==> src/rtl/lcd_bus_arbiter.sv <==
// Round-robin arbiter for a shared HD44780 8-bit write bus. It captures one byte per grant,
// drives the setup/enable/hold strobe, then keeps the bus busy for the LCD execution time.
module lcd_bus_arbiter #(
  parameter int NUM_REQ      = 3,
  parameter int SETUP_CYCLES = 2,
  parameter int EN_CYCLES    = 25,
  parameter int HOLD_CYCLES  = 2,
  parameter int CMD_WAIT     = 2000,
  parameter int CLR_WAIT     = 80000
) (
  input  logic                 clk,
  input  logic                 reset,
  input  logic [NUM_REQ-1:0]   req,
  input  logic [NUM_REQ-1:0]   lock,
  input  logic [NUM_REQ-1:0]   req_rs,
  input  logic [8*NUM_REQ-1:0] req_data,
  output logic [NUM_REQ-1:0]   ack,
  output logic [NUM_REQ-1:0]   grant,
  output logic                 busy,
  output logic                 rs,
  output logic                 rw,
  output logic                 enable,
  output logic [7:0]           data
);

  localparam int IDX_W   = (NUM_REQ > 1) ? $clog2(NUM_REQ) : 1;
  localparam int MAX_A   = (SETUP_CYCLES > EN_CYCLES) ? SETUP_CYCLES : EN_CYCLES;
  localparam int MAX_B   = (HOLD_CYCLES > CMD_WAIT) ? HOLD_CYCLES : CMD_WAIT;
  localparam int MAX_C   = (MAX_A > MAX_B) ? MAX_A : MAX_B;
  localparam int CNT_MAX = (MAX_C > CLR_WAIT) ? MAX_C : CLR_WAIT;
  localparam int CNT_W   = $clog2(CNT_MAX + 1);

  localparam logic [CNT_W-1:0]   SETUP_LD = CNT_W'(SETUP_CYCLES - 1);
  localparam logic [CNT_W-1:0]   EN_LD    = CNT_W'(EN_CYCLES - 1);
  localparam logic [CNT_W-1:0]   HOLD_LD  = CNT_W'(HOLD_CYCLES - 1);
  localparam logic [CNT_W-1:0]   CMD_LD   = CNT_W'(CMD_WAIT - 1);
  localparam logic [CNT_W-1:0]   CLR_LD   = CNT_W'(CLR_WAIT - 1);
  localparam logic [CNT_W-1:0]   CNT_ZERO = {CNT_W{1'b0}};
  localparam logic [IDX_W-1:0]   PTR_RST  = IDX_W'(NUM_REQ - 1);
  localparam logic [NUM_REQ-1:0] ONE_HOT0 = {{(NUM_REQ-1){1'b0}}, 1'b1};
  localparam logic [NUM_REQ-1:0] NONE     = {NUM_REQ{1'b0}};

  typedef enum logic [2:0] {IDLE, SETUP, PULSE, HOLD, WAIT} state_t;

  // Clear display (01) and return home (02/03) need the long execution time.
  function automatic logic is_long_cmd(input logic rs_v, input logic [7:0] d);
    return (rs_v == 1'b0) && ((d == 8'h01) || (d == 8'h02) || (d == 8'h03));
  endfunction

  state_t               state_r, state_s;
  logic [CNT_W-1:0]     cnt_r, cnt_s;
  logic [IDX_W-1:0]     ptr_r, ptr_s;
  logic [NUM_REQ-1:0]   grant_r, grant_s, ack_r, ack_s;
  logic                 busy_r, busy_s, rs_r, rs_s, enable_r;
  logic [7:0]           data_r, data_s;
  logic                 owner_lock_s, rr_vld_s, win_vld_s;
  logic [IDX_W-1:0]     rr_idx_s, win_idx_s;
  int                   cand_s;

  // Winner selection: a locked owner keeps the bus, otherwise round-robin after ptr_r.
  always_comb begin
    owner_lock_s = (grant_r != NONE) && lock[ptr_r];
    rr_vld_s     = 1'b0;
    rr_idx_s     = ptr_r;
    cand_s       = 0;
    for (int k = 1; k <= NUM_REQ; k++) begin
      cand_s = (int'(ptr_r) + k) % NUM_REQ;
      if (!rr_vld_s && req[cand_s]) begin
        rr_vld_s = 1'b1;
        rr_idx_s = IDX_W'(cand_s);
      end else begin
        rr_vld_s = rr_vld_s;
      end
    end
    if (owner_lock_s) begin
      win_vld_s = req[ptr_r];
      win_idx_s = ptr_r;
    end else begin
      win_vld_s = rr_vld_s;
      win_idx_s = rr_idx_s;
    end
  end

  // Next-state, shared counter reload and next values of the registered outputs.
  always_comb begin
    state_s = state_r;
    cnt_s   = cnt_r;
    ptr_s   = ptr_r;
    grant_s = grant_r;
    ack_s   = NONE;
    busy_s  = busy_r;
    rs_s    = rs_r;
    data_s  = data_r;
    case (state_r)
      IDLE: begin
        busy_s = 1'b0;
        if (!owner_lock_s) begin
          grant_s = NONE;
        end else begin
          grant_s = grant_r;
        end
        if (win_vld_s) begin
          state_s = SETUP;
          cnt_s   = SETUP_LD;
          ptr_s   = win_idx_s;
          grant_s = ONE_HOT0 << win_idx_s;
          ack_s   = ONE_HOT0 << win_idx_s;
          busy_s  = 1'b1;
          rs_s    = req_rs[win_idx_s];
          data_s  = req_data[{win_idx_s, 3'b000} +: 8];
        end else begin
          state_s = IDLE;
        end
      end
      SETUP: begin
        if (cnt_r == CNT_ZERO) begin
          state_s = PULSE;
          cnt_s   = EN_LD;
        end else begin
          cnt_s = cnt_r - 1'b1;
        end
      end
      PULSE: begin
        if (cnt_r == CNT_ZERO) begin
          state_s = HOLD;
          cnt_s   = HOLD_LD;
        end else begin
          cnt_s = cnt_r - 1'b1;
        end
      end
      HOLD: begin
        if (cnt_r == CNT_ZERO) begin
          state_s = WAIT;
          cnt_s   = is_long_cmd(rs_r, data_r) ? CLR_LD : CMD_LD;
        end else begin
          cnt_s = cnt_r - 1'b1;
        end
      end
      WAIT: begin
        if (cnt_r == CNT_ZERO) begin
          state_s = IDLE;
          busy_s  = 1'b0;
          grant_s = lock[ptr_r] ? grant_r : NONE;
        end else begin
          cnt_s = cnt_r - 1'b1;
        end
      end
      default: begin
        state_s = IDLE;
        cnt_s   = CNT_ZERO;
        grant_s = NONE;
        busy_s  = 1'b0;
      end
    endcase
  end

  // State and output registers; enable follows PULSE one cycle later so rs/data lead it.
  always_ff @(posedge clk) begin
    if (reset) begin
      state_r  <= IDLE;
      cnt_r    <= CNT_ZERO;
      ptr_r    <= PTR_RST;
      grant_r  <= NONE;
      ack_r    <= NONE;
      busy_r   <= 1'b0;
      rs_r     <= 1'b0;
      data_r   <= 8'h00;
      enable_r <= 1'b0;
    end else begin
      state_r  <= state_s;
      cnt_r    <= cnt_s;
      ptr_r    <= ptr_s;
      grant_r  <= grant_s;
      ack_r    <= ack_s;
      busy_r   <= busy_s;
      rs_r     <= rs_s;
      data_r   <= data_s;
      enable_r <= (state_r == PULSE);
    end
  end

  assign ack    = ack_r;
  assign grant  = grant_r;
  assign busy   = busy_r;
  assign rs     = rs_r;
  assign rw     = 1'b0;
  assign enable = enable_r;
  assign data   = data_r;

endmodule

==> config.mk <==
export PLATFORM = sky130hd
export DESIGN_NAME = lcd_bus_arbiter
export DESIGN_NICKNAME = d
export VERILOG_FILES = /design/src/rtl/lcd_bus_arbiter.sv
export SDC_FILE = /design/constraint.sdc
export NUM_CORES = 1
export LEC_CHECK = 0
export CAP_MARGIN = 25
export CORE_MARGIN = 8
export CORE_UTILIZATION = 45
export DETAILED_ROUTE_END_ITERATION = 16
export PLACE_DENSITY_LB_ADDON = 0.3
export SYNTH_ARGS = -nofsm -noshare
export SYNTH_HDL_FRONTEND = slang
export SYNTH_SLANG_ARGS = --single-unit
==> constraint.sdc <==
create_clock -name clk -period 5.2 [get_ports clk]
set_input_delay 1.56 -clock clk [delete_from_list [all_inputs] [get_ports clk]]
set_output_delay 1.56 -clock clk [all_outputs]
set_load 0.005 [all_outputs]
==> results by group <==
Floorplan
  • Die Y: 91.8 µm
  • Effective utilization at floorplan: 0.467
  • IO Pins: 53
  • Die ar.: 8430 µm²
  • Die width: 91.8 µm
  • CORE AREA: 5540 µm²
  • # rows: 27

Placed design
  • Pre-CTS WS: 1.06 ns
  • Routability cong.: 0.900
  • Post-DP HPWL: 5.71 mm
  • Placed cell count: 438
  • Port bufs: 51
  • DP Area: 3110 µm²

Timing
  • Final Max Slew Viols: 0
  • Final hold viol count: 0
  • Maximum operating frequency: 258 MHz
  • Final worst path period share: 0.746
  • Worst slew pin tran: 0.910 ns
  • Final TNS setup: 0 ns
  • Slew margin rel.: 0.391
  • Min Clock Period, post-route: 3.88 ns
  • Skew final: 0.00671 ns
  • Final worst slack: 1.32 ns
  • Endpoints failing setup: 0
  • RSZ-0062 raised after global routing: false

Worst setup path
  • Critical Path AT: 4.09 ns
  • Critical path class: input pin to register
  • CP Launch Type: input pin
  • Crit path max fanout: 13
  • Crit path capture type: register
  • Critical path buffer and inverter count: 2
  • Cell family with most CP delay: compound AO/OA/AOI/OAI gates
  • Max incr delay on CP: 0.65 ns
  • Slowest stage cell, crit path: or4b_1
  • CP Data Required Time: 5.41 ns
  • CP Cell Sequence: clkdlybuf4s50_1, mux2i_1, o21ai_0, a211oi_1, o22ai_1, buf_4, or4b_1, o221ai_1

Final layout
  • Nets@finish: 411
  • Fin area: 3230 µm²
  • Fraction of layout cells with a size suffix above 1: 0.0775
  • Antenna cells: 0
  • Non-Filler Instances: 446
  • Synthesis-to-layout area growth: 24.7%

Clocking
  • Post-CTS Setup Bufs: 0
  • Clock H-tree levels: 2
  • Hold-fix buffers, CTS: 0
  • Root buffer cell: clkbuf_8
  • Skew-Pair Late Insertion Delay: 0.30 ns
  • Clock buffers created by TritonCTS: 5
  • Worst-path clk slew: 0.08 ns
  • Worst-case clock buffer depth: 2
  • Sink Count: 39
  • CTS tree: yes
  • Gates resized, CTS repair: 0

Logic synthesis
  • Register area share after synthesis: 0.302
  • Main synth FF type: dfxtp_1
  • Yosys reg bits: 39
  • Syn nets: 364
  • Yosys warnings: 0
  • Yosys top cell by area: dfxtp_1
  • Most frequent cell after synthesis: nand2_1
  • Yosys cell types: 68
  • EDFF count, synth: 0
  • Syn_area_per_cell: 7.94 µm²
  • Fraction of registers with async set/reset: 0
  • Mapped Cells: 326
  • Area contributors post-synth: dfxtp_1, nand2_1, a21oi_1, mux2i_1, nor2_1
  • Top post-synthesis cells by count: nand2_1, dfxtp_1, a21oi_1, nor2_1, inv_1
  • Yosys top cell area share: 0.302
  • Synthesized area: 2590 µm²

Worst hold path
  • Worst hold path type: register to register

Pwr
  • Pwr dens: 528 nW/µm²
  • Worst IR Drop VDD: 298 µV
  • Leak Pwr: 1.24 nW
  • Power Total: 1.70 mW

Drt
  • Met3 wire length: 670 µm
  • DR top layer: met4
  • DRT met1 WL: 3.29 mm
  • Met2 wire len: 3.18 mm
  • DRT Pass-1 Iters: 4
  • DR iter-0 viols: 217
  • Drt wl/cell: 16.3 µm
  • DRC viols: 0
  • Vias: 2638
  • Drt via density: 5.91
  • Antenna-violating nets left: 0
  • Final Routed Wirelength: 7.26 mm

GRT
  • Total gr overflow: 0
  • Largest net degree at the start of global routing: 24
  • Antenna violations before repair: 0
  • GRT Total Usage: 0.170
  • First-pass GRT wire length: 12.0 mm
  • Vias in the first global route: 2583

Run status
  • Status: completed

Flow run
  • Max Cap Viol: 0
power breakdown:
group | internal (mW) | switching, mW
clock network | 0.143 | 0.116
logic | 0.433 | 0.557
registers | 0.371 | 0.0835
total | 0.946 | 0.756
cell type report:
cell class / count / area [µm²]
well taps: 72 / 90.1
clock buffers: 5 / 68.8
fillers: 546 / 2310
flip-flops and latches: 39 / 781
repair buffers: 52 / 518
multi-input cells: 253 / 1640
clock inverters: 3 / 43.8
inverters: 22 / 82.6
through the flow:
| stage | utilization | hold slack (ns) |
|---|---|---|
| detailed placement | 0.562 | 0.466 |
| finish | 0.582 | 0.492 |
| CTS | 0.582 | 0.493 |
| floorplan | - | 0.449 |
| global route | 0.582 | 0.517 |
| global placement | 0.562 | 0.470 |
cell families (layout without fill, tap and decap cells):
group / count (synthesis) / after routing / share of synthesized area
muxes: 13 / 13 / 0.0508
xor gates and xnor gates: 4 / 4 / 0.0135
adders and majority gates: 3 / 3 / 0.0145
buffers and inverters: 34 / 82 / 0.0633
and+or+nand+nor: 124 / 124 / 0.259
DFF: 39 / 39 / 0.302
other: 1 / 1 / 0.00145
AOI/OAI and AO/OA: 108 / 108 / 0.295
layout by cell type, fill, tap and decap left out, drive strengths merged, types with 9 or more instances in the layout:
cell / instances
nor3: 9
nor2: 27
mux2i: 12
a21oi: 27
o21ai: 15
o221ai: 9
clkdlybuf4s50: 51
dfxtp: 39
inv: 22
nand2: 40
layer usage:
metal  GRT usage  vias to the layer above
met5           0                        -
met4      0.0550                        0
met3      0.0619                       15
met2       0.266                      106
met1       0.211                     1201
li1            -                     1316
registers in the layout (all words and copies together), names as in the netlist:
register  flops
cnt_r        17
busy          1
grant         3
rs            1
state_r       3
ack           3
data          8
ptr_r         2
enable        1
path summary, 6_finish.rpt:
path,startpoint,endpoint,slack (ns),cells after the start
setup / recovery,lock[1],data[3],1.32,8
hold / removal,cnt_r[13],cnt_r[13],0.49,1
setup reg to reg,cnt_r[0],cnt_r[11],2.05,8
hold reg to reg,cnt_r[13],cnt_r[13],0.49,1
No activity file was read; power rests on OpenSTA's default activity.
